[src/rtl/div_unit.sv]
// -----------------------------------------------------------------------------
// div_unit
//   Multi-cycle integer divider for the MIPS DIV/DIVU instructions.
//   One restoring shift-subtract step per clock: quotient goes to lo,
//   remainder goes to hi. The quotient truncates toward zero and the
//   remainder takes the sign of the dividend.
//
//   Latency: a start accepted at edge N raises done after edge N+33. busy is
//   high for the 33 cycles in between. A zero divisor takes a single-edge
//   fast path: dz=1, lo=all ones, hi=dividend, and busy never rises.
//
// Ports
//   clk        system clock, rising edge
//   rst_n      synchronous active-low reset
//   start      divide request, only looked at while IDLE
//   is_signed  1 = DIV (two's complement), 0 = DIVU
//   sr         dividend
//   tg         divisor
//   abort      (DIV_ABORT_EN only) drop the running operation
//   busy       operation in progress
//   done       one-cycle completion pulse
//   hi         remainder
//   lo         quotient
//   dz         last operation divided by zero
//
// Build option
//   DIV_ABORT_EN  adds the abort input. abort in CALC/FIX returns to IDLE with
//                 no done pulse and leaves hi/lo/dz unchanged. Undefined by
//                 default, and then every accepted operation completes.
// -----------------------------------------------------------------------------
module div_unit #(
  parameter int WIDTH = 32
) (
  input  logic             clk,
  input  logic             rst_n,
  input  logic             start,
  input  logic             is_signed,
  input  logic [WIDTH-1:0] sr,
  input  logic [WIDTH-1:0] tg,
`ifdef DIV_ABORT_EN
  input  logic             abort,
`endif
  output logic             busy,
  output logic             done,
  output logic [WIDTH-1:0] hi,
  output logic [WIDTH-1:0] lo,
  output logic             dz
);

  // state | meaning
  // IDLE  | waiting for start; also handles the divide-by-zero fast path
  // CALC  | WIDTH restoring shift-subtract iterations
  // FIX   | apply signs, publish hi/lo, pulse done
  typedef enum logic [1:0] {
    IDLE = 2'd0,
    CALC = 2'd1,
    FIX  = 2'd2
  } state_t;

  localparam int CW = $clog2(WIDTH) + 1;

  state_t           state;
  logic [CW-1:0]    count;
  logic [WIDTH-1:0] dvd;    // dividend magnitude, consumed MSB first
  logic [WIDTH-1:0] dvs;    // divisor magnitude
  logic [WIDTH-1:0] rem;    // partial remainder
  logic [WIDTH-1:0] quot;   // quotient magnitude
  logic             q_neg;
  logic             r_neg;

  logic [WIDTH-1:0] sr_mag;
  logic [WIDTH-1:0] tg_mag;
  logic [WIDTH:0]   rem_sh;
  logic             ge;
  logic [WIDTH-1:0] rem_nxt;
  logic             abort_req;

`ifdef DIV_ABORT_EN
  assign abort_req = abort;
`else
  assign abort_req = 1'b0;
`endif

  // The most negative value has no positive counterpart. Its negation is
  // itself, which is still the right magnitude when read as unsigned.
  always_comb begin
    sr_mag = sr;
    tg_mag = tg;
    if (is_signed && sr[WIDTH-1]) sr_mag = -sr;
    if (is_signed && tg[WIDTH-1]) tg_mag = -tg;
  end

  // The shifted remainder keeps the bit that falls out of the top. Without
  // it, divisors of 2^(WIDTH-1) or more would give wrong results. After a
  // subtract the difference is always below the divisor, so WIDTH-bit
  // modular arithmetic is exact.
  always_comb begin
    rem_sh  = {rem, dvd[WIDTH-1]};
    ge      = (rem_sh >= {1'b0, dvs});
    rem_nxt = rem_sh[WIDTH-1:0];
    if (ge) rem_nxt = rem_sh[WIDTH-1:0] - dvs;
  end

  always_ff @(posedge clk) begin
    if (!rst_n) begin
      state <= IDLE;
      count <= '0;
      dvd   <= '0;
      dvs   <= '0;
      rem   <= '0;
      quot  <= '0;
      q_neg <= 1'b0;
      r_neg <= 1'b0;
      busy  <= 1'b0;
      done  <= 1'b0;
      hi    <= '0;
      lo    <= '0;
      dz    <= 1'b0;
    end else begin
      done <= 1'b0;
      if (abort_req && (state != IDLE)) begin
        state <= IDLE;
        busy  <= 1'b0;
        count <= '0;
      end else begin
        case (state)
          IDLE: begin
            if (start) begin
              if (tg == '0) begin
                dz   <= 1'b1;
                lo   <= '1;
                hi   <= sr;
                done <= 1'b1;
              end else begin
                dvd   <= sr_mag;
                dvs   <= tg_mag;
                q_neg <= is_signed & (sr[WIDTH-1] ^ tg[WIDTH-1]);
                r_neg <= is_signed & sr[WIDTH-1];
                rem   <= '0;
                quot  <= '0;
                count <= '0;
                busy  <= 1'b1;
                state <= CALC;
              end
            end
          end

          CALC: begin
            rem   <= rem_nxt;
            dvd   <= {dvd[WIDTH-2:0], 1'b0};
            quot  <= {quot[WIDTH-2:0], ge};
            count <= count + 1'b1;
            if (count == CW'(WIDTH - 1)) state <= FIX;
          end

          FIX: begin
            lo    <= q_neg ? -quot : quot;
            hi    <= r_neg ? -rem : rem;
            dz    <= 1'b0;
            done  <= 1'b1;
            busy  <= 1'b0;
            count <= '0;
            state <= IDLE;
          end

          default: begin
            state <= IDLE;
            busy  <= 1'b0;
          end
        endcase
      end
    end
  end

endmodule
[config.mk]
export PLATFORM = sky130hd
export DESIGN_NAME = div_unit
export DESIGN_NICKNAME = d
export VERILOG_FILES = /design/src/rtl/div_unit.sv
export SDC_FILE = /design/constraint.sdc
export NUM_CORES = 1
export LEC_CHECK = 0
export BUFFER_PORTS_ARGS = -buffer_cell sky130_fd_sc_hd__buf_2
export CAP_MARGIN = 10
export CORE_MARGIN = 8
export CORE_UTILIZATION = 34
export CTS_BUF_LIST = sky130_fd_sc_hd__clkbuf_4
export DETAILED_ROUTE_END_ITERATION = 7
export HOLD_SLACK_MARGIN = 0.06
export PLACE_DENSITY = 0.49
export SYNTH_ARGS = -nofsm -noshare
export SYNTH_HDL_FRONTEND = slang
export SYNTH_SLANG_ARGS = --single-unit
[constraint.sdc]
create_clock -name clk -period 3.2 [get_ports clk]
set_clock_uncertainty 0.05 [all_clocks]
set_input_delay 0.16 -clock clk [delete_from_list [all_inputs] [get_ports clk]]
set_output_delay 0.16 -clock clk [all_outputs]
set_load 0.01 [all_outputs]
# After elaboration in Yosys (flattened, before gate mapping)
# Cells that the tools add are included.
[word_totals] reg_bits=205 input_bits=68 output_inout_bits=67 wordCells=79
[classes] addsub=6 order_cmp=1 eq_ne=7 mux=34 n_bitwise=5 reduce_logical=13
[ops] cell="$mux W32" n=13
[ops] cell="$pmux W32 S2" n=5
[ops] cell="$neg A32 Y32" n=4
[ops] cell="$ge A33 B32 Y1" n=1
[ops] cell="$logic_not A32 Y1" n=1
[ops] cell="$sub A32 B32 Y32" n=1
[ops] cell="$pmux W6 S3" n=1
[ops] cell="$reduce_and A3 Y1" n=6
[ops] cell="$mux W6" n=2
[ops] cell="$ne A2 B2 Y1 const B" n=4
[ops] cell="$add A6 B1 Y6 const B" n=1
[ops] cell="$eq A6 B5 Y1 const B" n=1
[ops] cell="$mux W1" n=6
[ops] cell="$mux W2" n=3
[ops] cell="$pmux W1 S2" n=3
[ops] cell="$pmux W2 S2" n=1
[ops] cell="$reduce_bool A2 Y1" n=2
[ops] cell="$reduce_bool A3 Y1" n=1
[ops] cell="$and A1 B1 Y1" n=2
[ops] cell="$eq A2 B1 Y1 const B" n=1
[ops] cell="$eq A2 B2 Y1 const B" n=1
[ops] cell="$logic_and A1 B1 Y1" n=2
[ops] cell="$logic_not A2 Y1" n=1
[ops] cell="$not A1 Y1" n=2
[ops] cell="$xor A1 B1 Y1" n=1

# Depth between registers and ports, before layout
[depth] word_depth=5 mapped_depth=12 depth_no_buf=12

# Least setup slack after synthesis
# OpenSTA, ideal clock, no wires.
[synth_path] path_type="reg-to-reg" startpoint="register rem[0]" endpoint="register rem[1]" setup_time_ns=0.096 arrival_ns=2.792 required_ns=3.054 path_slack_ns=0.262 path_stages_with_launch=10 n_path_buf=1 synth_period_minus_slack_ns=2.938 path_cell_list="dfxtp_1 ha_1 nor2b_1 o31a_1 o31ai_1 a31oi_1 a31oi_1 o21ai_1 clkbuf_1 o311ai_1"
[synth_between] elab_chain_len=3 word_cells_on_any_way=4 cone_classes="1 x add/sub; 1 x order compare; 2 x mux"
[synth_rtl] element="start: declaration" line="66" rtl="logic [WIDTH-1:0] rem;"
[synth_rtl] element="start signal: assignment" line="149" rtl="rem <= rem_nxt;"
[synth_rtl] element="$sub A32 B32 Y32 / $ge A33 B32 Y1 (equally long branches)" line="101, 99"
[synth_rtl] element="$mux W32 (*)" line="101" rtl="if (ge) rem_nxt = rem_sh[WIDTH-1:0] - dvs;"
[synth_rtl] element="$pmux W32 S2 (*)" line="126" rtl="case (state)"
# Mark *: on every way between the ends. The rest lies on a longest branch, timed or not.
# A chain may end at the register's enable or synchronous reset.

# Worst setup path in the final report
[layout_path] startpoint="input tg[18]" endpoint="register hi[17]"
[layout_between] elab_chain_len=3
[layout_rtl] element="start: declaration" line="39" rtl="input logic [WIDTH-1:0] tg,"
[layout_rtl] element="$logic_not A32 Y1" line="129" rtl="if (tg == '0) begin"
[layout_rtl] element="$ne A2 B2 Y1 (no line)"
[layout_rtl] element="$reduce_and A3 Y1 (no line)"
[layout_rtl] element="end signal: assignment" line="132" rtl="hi <= sr;"
[layout_rtl] element="end signal: assignment" line="158" rtl="hi <= r_neg ? -rem : rem;"
[layout_rtl] element="end: declaration" line="45" rtl="output logic [WIDTH-1:0] hi,"
# No other way between the ends.

==> impl_metrics.ini <==
[sta]
max_freq_ghz = 0.319
finalMaxSlewViolations = 0
hold_violations = 0
relSlewSlack_pct = 38.0
finalSetupViolCount = 0
finalSetupTns_ps = 0
min_period_ps = 3140
period_share_pct = 98.1
hold-worst-slack_ps = 321
worstMarginPinSlew_ps = 928

[power_and_ir_drop]
irDropWorstVdd_mv = 0.530
leakage_nw = 6.28
power_frac_comb_pct = 58.3
p_sw_w = 0.00574
seq_power_share_pct = 24.0
pwr-share-clk_pct = 17.7
power_density_mw_per_mm2 = 843
power.internal_w = 0.00740
swShare_pct = 43.7
total_power_w = 0.0131

[routing]
via_per_inst = 5.27
route.detailed.drc = 0
vias = 12300
routedWlPerCell_um = 17.6
antenna_left = 0
wirelength_mm = 41.1
drtIter0Drc = 744
first_pass_iters = 6

[global_route]
antenna_found_initial = 1
track_usage_pct = 19.0
first_global_vias = 11900
grt_remaining_overflow = 0
grt_max_degree = 62
grt_pass1_wl_mm = 65.3

[die]
initial_core_util_pct = 34.6
boundaryPins = 135
rows = 69
coreArea_mm2 = 0.0356
die_area_mm2 = 0.0425
die_w_um = 206
die_y_um = 206

[cells_and_area]
area_delta_synth_final_pct = 26.8
utilization_pct = 43.9
drive_above_1_share_pct = 17.7
nNetsFinal = 1942

[placement]
port_buffers = 134
place_congestion = 0.908
post-dp-hpwl_mm = 30.3

[worst_setup_path]
crit_top_cell = dlygate4sd3_1
reg2regPathDepth = 12
critPathKind = in -> reg
max_stage_delay_ps = 640
endpoint_kind = flop
required_ps = 3750
critPathLaunchType = input port
r2r_end = rem[28]
r2r-start = dvd[31]
arrival_ps = 3690
cp_slowest_cell = or4_1
path_max_fanout = 32
ff2ff_setup_slack_ps = 140
crit_chain = dlygate4sd3_1 > buf_2 > or4_1 > nor4_1 > nand4b_1 > nor3b_2 > buf_12 > nand2_1 > dlygate4sd3_1 > a311oi_1

[clock_network]
clock-root-buffer = clkbuf_4
cts_max_path_buffers = 3
cts_sinks = 205
numCtsBuffers = 59
cts_tree = done
path_clk_slew_ps = 60
cts_max_level = 2
clkLatencyLatePin_ps = 700

[synth]
syn_area_per_cell_um2 = 7.81
syn_inst = 1575
netlist.area_leader.share_pct = 33.4
synth.ff_latch_count = 205
ys.flop_type = dfxtp_1
synth_fp_nets = 1681
synth_largest_area_cell = dfxtp_1
ys_async_sr_fraction_pct = 0
synth_cell_types = 73
synth_edf_count = 0
yosys-top-cells-area = dfxtp_1 (33%), xnor2_1 (6.1%), nor2_1 (6.0%)
yosys_warnings = 0
synth_area_mm2 = 0.0123
ys_seq_area_share_pct = 33.4
yosysMostFrequentCell = dfxtp_1
synthTopCellsByCount = dfxtp_1 (205), nor2_1 (195), nand2_1 (159), a21oi_1 (111), clkbuf_1 (95)

[job]
cap_violations = 0

[min_path]
min_to = dvs[29]
hold_class = in -> reg
min_from = rst_n
whs_path_depth = 4

[run_status]
status = finished clean
## routing by layer
layer	vias to the layer above	wire length (µm)	global-route usage, %
li1	6222	-	-
met1	5736	19700	26.2
met2	294	18200	29.4
met3	58	2160	3.40
met4	0	1090	6.59
met5	-	0	0
## worst max-delay path: cells and delay by family
family / cells / cell delay (ps)
AO/OA/AOI/OAI: 1 / 280
AND/OR/NAND/NOR: 5 / 1770
buffers and inverters: 4 / 1450
## state kept, by name, indices dropped and copies added, names as in the netlist, 2 cells and up
register	cells
dvd	32
lo	32
state	2
quot	32
hi	32
count	6
dvs	32
rem	32
## logic make-up (layout without fill, tap and decap cells)
family	after synthesis	after routing	share of synthesized area [%]
AOI/OAI and AO/OA	462	462	24.9
other	0	1	0
DFF	205	205	33.4
and+or+nand+nor	538	538	20.4
xor gates and xnor gates	143	143	10.2
muxes	22	22	1.79
adders and majority gates	38	38	3.93
buffers and inverters	167	465	5.42
## metrics by stage
step | setup WS [ps] | instances | cell area, µm²
2_1_floorplan | 262 | 1575 | 12300
3_3_place_gp | 84.0 | 2124 | 13700
3_5_place_dp | 110 | 2124 | 13700
4_1_cts | 49.7 | 2333 | 15500
5_1_grt | -17.8 | 2335 | 15600
6_report | 61.2 | 2335 | 15600
## repair_timing
item,4_1_cts,5_1_grt
hold buffers,111,0
hold endpoints to repair,146,0
setup buffers,0,1
gates resized for setup,0,19
setup endpoints to repair,0,17
## power by group through the flow
stage                     logic (W)  registers [W]  clock network [W]
final                       0.00766        0.00316            0.00233
after global routing        0.00848        0.00320            0.00255
after CTS                   0.00754        0.00314            0.00244
after detailed placement    0.00740        0.00320                  0
after global placement      0.00744        0.00319                  0
after floorplan             0.00510        0.00311                  0
## worst max path at each step
stage	startpoint	cells past startpoint	end	slack, ps
after CTS	tg[18]	12	dvs[31]	50
after floorplan	rem[0]	9	rem[1]	260
final	tg[18]	10	hi[17]	60
after global routing	tg[18]	10	hi[5]	-20
after global placement	dvd[31]	14	rem[30]	80
after detailed placement	dvd[31]	14	rem[30]	110
## layout by cell type (no fill, tap or decap), types with 58 or more instances in the layout
master         netlist  final
a211oi_1            71     71
a21oi_1            111    111
buf_2                5    134
clkbuf_4             0     85
dfxtp_1            205    202
dlygate4sd3_1        0    111
nand2_1            159    159
nor2_1             195    195
o21ai_0             92     92
xnor2_1             85     85
xor2_1              58     58
## layout make-up
class / instances / area (µm²)
Fill cell: 3650 / 20000
Multi-Input combinational cell: 1203 / 7640
Sequential cell: 205 / 4110
Timing Repair Buffer: 309 / 2350
Clock buffer: 85 / 638
Tap cell: 461 / 577
Inverter: 58 / 220
Clock inverter: 13 / 60.1
Antenna cell: 1 / 2.50
Power figures use the tool's default switching activity.
